[config.mk]
export PLATFORM = sky130hd
export DESIGN_NAME = matvec_core
export DESIGN_NICKNAME = d
export VERILOG_FILES = /design/src/rtl/matvec_core_pkg.sv /design/src/rtl/matvec_core_mac_unit.sv /design/src/rtl/matvec_core.sv
export SDC_FILE = /design/constraint.sdc
export NUM_CORES = 1
export LEC_CHECK = 0
export BUFFER_PORTS_ARGS = -buffer_cell sky130_fd_sc_hd__buf_2
export CORE_ASPECT_RATIO = 0.75
export CORE_MARGIN = 4
export CORE_UTILIZATION = 35
export CTS_CLUSTER_SIZE = 16
export DETAILED_ROUTE_END_ITERATION = 6
export PLACE_DENSITY = 0.52
export SYNTH_ARGS = -nofsm -noshare
export SYNTH_HDL_FRONTEND = slang
export SYNTH_SLANG_ARGS = --single-unit
[constraint.sdc]
create_clock -name clk_i -period 7.5 [get_ports clk_i]
set_input_delay 0.375 -clock clk_i [delete_from_list [all_inputs] [get_ports clk_i]]
set_output_delay 0.375 -clock clk_i [all_outputs]
set_load 0.05 [all_outputs]
[src/rtl/matvec_core_pkg.sv]
// Shared constants for the matrix-vector core and fetch engine: geometry, stream depths,
// accumulator width derivation and the core state enum.
package matvec_core_pkg;

  localparam int unsigned MAT_ROWS       = 4;
  localparam int unsigned MAT_COLS       = 4;
  localparam int unsigned MAT_DATA_WIDTH = 8;
  localparam int unsigned W_DEPTH        = MAT_ROWS * MAT_COLS;
  localparam int unsigned X_DEPTH        = MAT_COLS;

  // Counter width that stays legal (>= 1 bit) for depth-1 ranges.
  function automatic int unsigned clog2_min1(input int unsigned n);
    return (n <= 1) ? 1 : $clog2(n);
  endfunction

  // Wide enough that COLS full-scale products never overflow.
  function automatic int unsigned acc_width(input int unsigned dw, input int unsigned cols);
    return 2 * dw + $clog2(cols);
  endfunction

  typedef enum logic [1:0] {
    StLoadW,
    StLoadX,
    StCompute,
    StOutput
  } core_state_e;

endpackage

[src/rtl/matvec_core_mac_unit.sv]
// Registered signed multiply-accumulate. sum_o is the value the accumulator takes on an
// enabled cycle, so the final sum can be captured in the same cycle as the last MAC.
module mac_unit #(
  parameter int unsigned DataWidth = 8,
  parameter int unsigned AccWidth  = 18
) (
  input  logic                        clk_i,
  input  logic                        rst_i,
  input  logic                        clr_i,
  input  logic                        en_i,
  input  logic signed [DataWidth-1:0] a_i,
  input  logic signed [DataWidth-1:0] b_i,
  output logic signed [AccWidth-1:0]  sum_o
);

  logic signed [2*DataWidth-1:0] prod;
  logic signed [AccWidth-1:0]    acc_q;

  assign prod  = a_i * b_i;
  assign sum_o = acc_q + AccWidth'(prod);

  always_ff @(posedge clk_i) begin
    if (rst_i || clr_i) begin
      acc_q <= '0;
    end else if (en_i) begin
      acc_q <= sum_o;
    end
  end

endmodule

[src/rtl/matvec_core.sv]
// Matrix-vector core: loads ROWS*COLS weights then COLS activations from the source stream,
// computes y = W*x one MAC per cycle and streams out ROWS signed results.
module matvec_core
  import matvec_core_pkg::*;
#(
  parameter int unsigned DATA_WIDTH = MAT_DATA_WIDTH,
  parameter int unsigned ROWS       = MAT_ROWS,
  parameter int unsigned COLS       = MAT_COLS,
  parameter int unsigned ACC_WIDTH  = acc_width(DATA_WIDTH, COLS)
) (
  input  logic                  clk_i,
  input  logic                  rst_i,
  input  logic                  src_vld_i,
  output logic                  src_rdy_o,
  input  logic [DATA_WIDTH-1:0] src_data_i,
  output logic                  res_vld_o,
  input  logic                  res_rdy_i,
  output logic [ACC_WIDTH-1:0]  res_data_o,
  output logic                  busy_o,
  output logic                  done_o
);

  localparam int unsigned Depth = ROWS * COLS;
  localparam int unsigned IdxW  = clog2_min1(Depth);
  localparam int unsigned RowW  = clog2_min1(ROWS);
  localparam int unsigned ColW  = clog2_min1(COLS);

  core_state_e state_q, state_d;
  logic [IdxW-1:0] idx_q, idx_d;
  logic [RowW-1:0] row_q, row_d;
  logic [ColW-1:0] col_q, col_d;
  logic            res_vld_q, res_vld_d;
  logic            done_q, done_d;
  logic [ACC_WIDTH-1:0] res_data_q, res_data_d;

  logic signed [DATA_WIDTH-1:0] w_mem [Depth];
  logic signed [DATA_WIDTH-1:0] x_mem [COLS];

  logic                        w_we, x_we, mac_clr, mac_en;
  logic [IdxW-1:0]             w_addr;
  logic signed [ACC_WIDTH-1:0] mac_sum;

  assign w_addr = IdxW'(row_q) * IdxW'(COLS) + IdxW'(col_q);

  mac_unit #(
    .DataWidth(DATA_WIDTH),
    .AccWidth (ACC_WIDTH)
  ) u_mac (
    .clk_i(clk_i),
    .rst_i(rst_i),
    .clr_i(mac_clr),
    .en_i (mac_en),
    .a_i  (w_mem[w_addr]),
    .b_i  (x_mem[col_q]),
    .sum_o(mac_sum)
  );

  always_comb begin
    state_d    = state_q;
    idx_d      = idx_q;
    row_d      = row_q;
    col_d      = col_q;
    res_vld_d  = res_vld_q;
    res_data_d = res_data_q;
    done_d     = 1'b0;
    w_we       = 1'b0;
    x_we       = 1'b0;
    mac_clr    = 1'b0;
    mac_en     = 1'b0;
    unique case (state_q)
      StLoadW: begin
        if (src_vld_i) begin
          w_we = 1'b1;
          if (idx_q == IdxW'(Depth - 1)) begin
            idx_d   = '0;
            state_d = StLoadX;
          end else begin
            idx_d = idx_q + IdxW'(1);
          end
        end
      end
      StLoadX: begin
        if (src_vld_i) begin
          x_we = 1'b1;
          if (idx_q == IdxW'(COLS - 1)) begin
            idx_d   = '0;
            row_d   = '0;
            col_d   = '0;
            mac_clr = 1'b1;
            state_d = StCompute;
          end else begin
            idx_d = idx_q + IdxW'(1);
          end
        end
      end
      StCompute: begin
        mac_en = 1'b1;
        if (col_q == ColW'(COLS - 1)) begin
          res_data_d = mac_sum;
          res_vld_d  = 1'b1;
          state_d    = StOutput;
        end else begin
          col_d = col_q + ColW'(1);
        end
      end
      StOutput: begin
        if (res_rdy_i) begin
          res_vld_d = 1'b0;
          if (row_q == RowW'(ROWS - 1)) begin
            done_d  = 1'b1;
            state_d = StLoadW;
          end else begin
            row_d   = row_q + RowW'(1);
            col_d   = '0;
            mac_clr = 1'b1;
            state_d = StCompute;
          end
        end
      end
      default: state_d = StLoadW;
    endcase
  end

  always_ff @(posedge clk_i) begin
    if (rst_i) begin
      state_q    <= StLoadW;
      idx_q      <= '0;
      row_q      <= '0;
      col_q      <= '0;
      res_vld_q  <= 1'b0;
      res_data_q <= '0;
      done_q     <= 1'b0;
    end else begin
      state_q    <= state_d;
      idx_q      <= idx_d;
      row_q      <= row_d;
      col_q      <= col_d;
      res_vld_q  <= res_vld_d;
      res_data_q <= res_data_d;
      done_q     <= done_d;
    end
  end

  // Operand storage is deliberately not reset; a fresh run overwrites every entry.
  always_ff @(posedge clk_i) begin
    if (w_we) w_mem[idx_q] <= src_data_i;
    if (x_we) x_mem[ColW'(idx_q)] <= src_data_i;
  end

  assign src_rdy_o  = (state_q == StLoadW) || (state_q == StLoadX);
  assign busy_o     = !((state_q == StLoadW) && (idx_q == '0));
  assign res_vld_o  = res_vld_q;
  assign res_data_o = res_data_q;
  assign done_o     = done_q;

endmodule
# ---- Word-level counts from Yosys, hierarchy flattened
# Memories as Yosys holds them, arrays and structs flattened. A register that Yosys moved wholly into a read port is not among the register bits.
# Cells that the tools add are included.
dict set report word_totals {
  reg_bits 48
  mem_bits_rw 160
  inputBits 12
  output_inout_bits 22
  elab_cells 91
  n_memories 2
}
# name depth width read_ports rd_ports_with_merged_regs write_ports line_no
set mem_list {}
lappend mem_list {w_mem 16 8 1 0 1 matvec_core.sv:36} ;# logic signed [DATA_WIDTH-1:0] w_mem [Depth];
lappend mem_list {x_mem 4 8 1 1 1 matvec_core.sv:37} ;# logic signed [DATA_WIDTH-1:0] x_mem [COLS];
dict set report classes {
  n_addsub 5
  mul 1
  n_eq_ne 15
  n_mux 41
  bitwise_logic 2
  reduce_logical 17
}
# operator count
set ops {}
lappend ops {{two-way mux 2 bit} 16}
lappend ops {{adder 18 x 16 -> 18 bit} 1}
lappend ops {{multiplier 8 x 8 -> 16 bit} 1}
lappend ops {{two-way mux 4 bit} 4}
lappend ops {{inequality test 2 bit (second input constant)} 8}
lappend ops {{two-way mux 1 bit} 15}
lappend ops {{AND reduction 6 bit} 2}
lappend ops {{equality test 2 bit (second input constant)} 4}
lappend ops {{case mux 2 bit (4 select lines)} 1}
lappend ops {{case mux 4 bit (2 select lines)} 1}
lappend ops {{case mux 2 bit (3 select lines)} 1}
lappend ops {{AND reduction 3 bit} 2}
lappend ops {{nonzero test 2 bit} 3}
lappend ops {{AND reduction 5 bit} 1}
lappend ops {{adder 2 x 1 -> 2 bit (second input constant)} 2}
lappend ops {{adder 4 x 1 -> 4 bit (second input constant)} 1}
lappend ops {{adder 4 x 2 -> 4 bit} 1}
lappend ops {{equality test 4 x 2 -> 1 bit (second input constant)} 1}
lappend ops {{equality test 4 bit (second input constant)} 1}
lappend ops {{logical NOT 4 bit} 1}
lappend ops {{case mux 1 bit (2 select lines)} 2}
lappend ops {{case mux 2 bit (2 select lines)} 1}
lappend ops {{nonzero test 3 bit} 1}
lappend ops {{OR reduction 3 bit} 1}
lappend ops {{other kinds (7)} 9}

# ---- Logic depth before layout (Yosys ltp)
dict set report logic_depth {
  word_depth 6
  mapped_depth 23
  ltp_nobuf 20
}

# ---- Cells and area by module
# From an unflattened synthesis, not the netlist that was laid out.
dict set report unflattened {
  cells_unflattened 845
  area_unflattened_um2 11452.2
}
# mod n_inst cells_each area_per_inst_um2 seq_area_each_um2
set modules_own_cells {}
lappend modules_own_cells {matvec_core 1 440 7527.2 5445.2}
lappend modules_own_cells {mac_unit 1 405 3925.0 360.3}

# ---- Least setup slack after synthesis
# Ideal clock, no wire load.
dict set report synth_timing {
  path_type {register -> register}
  start {register col_q[1]}
  end {register res_data_q[17], in the netlist res_data_o[17]}
  setup_time_ns 0.063
  arrival_ns 6.073
  t_required_ns 7.437
  path_slack_ns 1.364
  path_stages_with_launch 21
  path_buffers 3
  synth_period_minus_slack_ns 6.136
  path_cell_list {dfxtp_1 -> clkbuf_1 -> buf_2 -> mux4_2 -> mux4_2 -> and2_1 -> fa_1 -> inv_1 -> fa_1 -> inv_1 -> fa_1 -> fa_1 -> ha_1 -> ha_1 -> clkbuf_1 -> a21oi_1 -> o21ai_0 -> or3_1 -> o221a_2 -> or4_1 -> nand3_1}
}
dict set report synth_between {
  elab_chain_cells 4
  word_cells_on_any_way 6
  classes_between {add/sub (2); mul (1); eq/ne (1); reduce/logical (1); memory (1)}
}
# item line_no
set synth_rtl {}
lappend synth_rtl {{start: declaration} matvec_core.sv:31} ;# logic [ColW-1:0] col_q, col_d;
lappend synth_rtl {{start signal: assignment} matvec_core.sv:137} ;# col_q <= col_d;
lappend synth_rtl {{adder 4 x 2 -> 4 bit} matvec_core.sv:43} ;# assign w_addr = IdxW'(row_q) * IdxW'(COLS) + IdxW'(col_q);
lappend synth_rtl {{memory read (16 x 8 bit)} -}
lappend synth_rtl {{multiplier 8 x 8 -> 16 bit} matvec_core_mac_unit.sv:19} ;# assign prod = a_i * b_i;
lappend synth_rtl {{adder 18 x 16 -> 18 bit} matvec_core_mac_unit.sv:20} ;# assign sum_o = acc_q + AccWidth'(prod);
lappend synth_rtl {{end signal: assignment} matvec_core.sv:139} ;# res_data_q <= res_data_d;
lappend synth_rtl {{end: declaration} matvec_core.sv:34} ;# logic [ACC_WIDTH-1:0] res_data_q, res_data_d;
# Several ways; a longest one is shown, not always the timed one.
# A chain may end at the register's enable or synchronous reset.

# ---- Worst setup path after layout
dict set report layout_timing {
  start {register col_q[0]}
  end {register res_data_q[14], in the netlist res_data_o[14]}
}
# The elaborated chain is that of the path after synthesis.

==> impl_metrics.tcl <==
set metrics [dict create \
    hold_path_class "input port to flip-flop" \
    ys_types 49 \
    combPwrFrac_pct 24.8 \
    seq_power_share_pct 40.0 \
    r2r-start "col_q[0]" \
    io_buffers 33 \
    boundaryPins 34 \
    arrival_ns 7.20 \
    detail-route-antenna-nets 0 \
    hp-start "res_rdy_i" \
    fill_cells 3063 \
    drive_gt1_share_pct 14.10 \
    seq_area_frac_synth_pct 50.73 \
    ys_ff_latch 210 \
    synth_top_cell_by_area "edfxtp_1" \
    nets 1045 \
    dieArea_um2 35680 \
    synth_compound_area_share_pct 4.264 \
    clockBufferDepth 3 \
    initial_core_util_pct 35.42 \
    syn_nets 1007 \
    switching_power_mw 0.9424 \
    internal_power_mw 2.208 \
    reg2reg_depth 18 \
    synth_fa_ha_area_share_pct 19.24 \
    place_hpwl_um 19090 \
    cts_hold_buf 0 \
    power_leakage_nw 4.861 \
    synthSimpleGateAreaFrac_pct 9.873 \
    synth_top_cells_by_area "edfxtp_1 (42%), fa_1 (14%), mux4_2 (9.2%)" \
    cts_resized 0 \
    cap_violations 0 \
    synth_most_common_cell "edfxtp_1" \
    clk_transition_reported_paths_ns 0.06 \
    synth_top_family_by_area "adder cells" \
    rrSetupSlack_ns 0.75 \
    holdPathStages 3 \
    seq_area_um2 5807 \
    netlist_instances 867 \
    hold_end "done_o" \
    die_width_um 216.8 \
    overflow 0 \
    synth-xor-area-share_pct 1.225 \
    reg2reg_to "res_data_o[14]" \
    rsz0062_at_grt "no" \
    peakVddDrop_v 0.0001545 \
    cts_tree "built" \
    outcome "completed" \
    cp-end-kind "flip-flop" \
    pwr_density_cell_nw_per_um2 245.8 \
    core_area_um2 32310 \
    crit_type "flip-flop to flip-flop" \
    clock_power_share_pct 35.2 \
    totalWireLength_um 26270 \
    grt_pass1_vias 6816 \
    insertion_delay_ns 0.53 \
    die_y_um 164.6 \
    dr.pass1.iters 5 \
    vias 6741 \
    fin_tns_setup_ns 0 \
    cts_setup_buffers 0 \
    period_share_pct 90.06 \
    critPathLaunchType "flip-flop" \
    cts-root-buf "clkbuf_16" \
    post_drt_wl_per_cell_um 19.26 \
    viasPerCell 4.942 \
    hold_viol_final 0 \
    swShare_pct 29.91 \
    relSlewSlack_pct 28.87 \
    ys_warn_count 0 \
    grt_pass1_wl_um 41460 \
    antenna_found_initial 0 \
    clock_sinks 210 \
    async_reset_ff_share_pct 0 \
    ys.flop_type "edfxtp_1" \
    synth_common_cells "edfxtp_1 (160), inv_1 (107), nand2_1 (86), fa_1 (80)" \
    synth-edff-count 160 \
    path_max_fanout 20 \
    skew_ns 0.03102 \
    area_delta_synth_final_pct 12.02 \
    fin_crit_ns 6.755 \
    fmax_mhz 148.0 \
    rows 57 \
    synth_mux_area_share_pct 9.698 \
    htreeDepth 1 \
    diodes 0 \
    grt_use_total_pct 15.07 \
    multi_input_area_um2 5070 \
    grt_max_degree 35 \
    globalplace.congestion 0.8150 \
    final_core_util_pct 39.68 \
    final_max_slew_viol_count 0 \
    cts_inserted_buffers 25 \
    syn_area_um2 11440 \
    tightest_slew_ns 1.063 \
    synth_top_area_share_pct 41.99 \
    drt-initial-drc-count 500 \
    setup_viol 0 \
    cp.required_ns 7.94 \
    drc 0 \
    syn_area_per_cell_um2 13.20 \
]
-- placed cells by master, fill, tap and decap left out, types with 33 or more instances in the layout --
cell type,netlist,final
a21oi_1,38,38
nand2_1,86,86
nor2_1,50,50
mux4_2,47,47
buf_2,3,33
fa_1,80,80
inv_1,107,107
dfxtp_1,50,49
ha_1,48,48
edfxtp_1,160,160
-- worst max-delay path: stages (launching register included) --
cell and delay, ns:
dfxtp_2 0.54, buf_4 0.44, mux4_2 0.60, mux4_2 0.60, or2_1 0.27, fa_1 0.46
fa_1 0.50, inv_1 0.05, fa_1 0.47, fa_1 0.50, inv_1 0.06, fa_1 0.50
inv_1 0.04, ha_1 0.30, a21oi_1 0.30, o21ai_1 0.19, a41o_1 0.31, or4_1 0.47
nand3_1 0.08
-- routing by layer --
metal | vias to the layer above | wire length, µm | global-route usage, % | share of wire, %
li1 | 3111 | - | - | -
met1 | 3427 | 13870 | 24.52 | 53
met2 | 171 | 10510 | 21.12 | 40
met3 | 32 | 1431 | 2.520 | 5.4
met4 | 0 | 460 | 2.879 | 1.8
met5 | - | 0 | 0 | 0
-- how the worst max path moves through the flow --
stage / startpoint / end / cells past startpoint
2_1_floorplan: col_q[1] / res_data_o[17] / 20
3_3_place_gp: col_q[0] / res_data_o[14] / 18
3_5_place_dp: col_q[0] / res_data_o[14] / 18
4_1_cts: col_q[0] / res_data_o[14] / 18
5_1_grt: col_q[0] / res_data_o[14] / 18
6_report: col_q[0] / res_data_o[14] / 18
-- cell families after synthesis --
group | Yosys count
and+or+nand+nor | 240
DFF | 210
buffers and inverters | 140
adders and majority gates | 128
AOI/OAI and AO/OA | 81
muxes | 52
xor gates and xnor gates | 16
-- state kept, by name (all words and copies together), names as in the netlist, named ones only --
register	count
res_data_o	18
col_q	2
state_q	2
row_q	2
done_o	1
x_mem	32
idx_q	4
w_mem	128
res_vld_o	1
u_mac.acc_q	18
-- power by group through the flow --
stage	Sequential (mW)	Combinational, mW	Clock (mW)
3_3_place_gp	1.29	0.778	0
5_1_grt	1.26	0.889	1.19
6_report	1.26	0.780	1.11
3_5_place_dp	1.28	0.777	0
4_1_cts	1.26	0.785	1.14
2_1_floorplan	1.28	0.578	0
-- through the flow --
step | worst slack, ns | cells | hold slack, ns | cell area, µm² | total power [mW]
finish | 0.7455 | 1364 | 0.1334 | 12820 | 3.150
global route | 0.4237 | 1364 | 0.1341 | 12820 | 3.342
CTS | 0.7104 | 1364 | 0.1059 | 12820 | 3.182
detailed placement | 0.7351 | 1320 | 0.4453 | 12080 | 2.062
global placement | 0.7639 | 1320 | 0.4419 | 12080 | 2.064
floorplan | 1.364 | 867 | 0.4363 | 11440 | 1.862
-- area by class of cell --
class	instances	area share, %
Sequential cell	210	45.30
Multi-Input combinational cell	517	39.55
Clock buffer	34	5.144
Tap cell	442	4.314
Inverter	108	3.163
Timing Repair Buffer	43	1.874
Clock inverter	10	0.6540
Power figures use the tool's default switching activity.
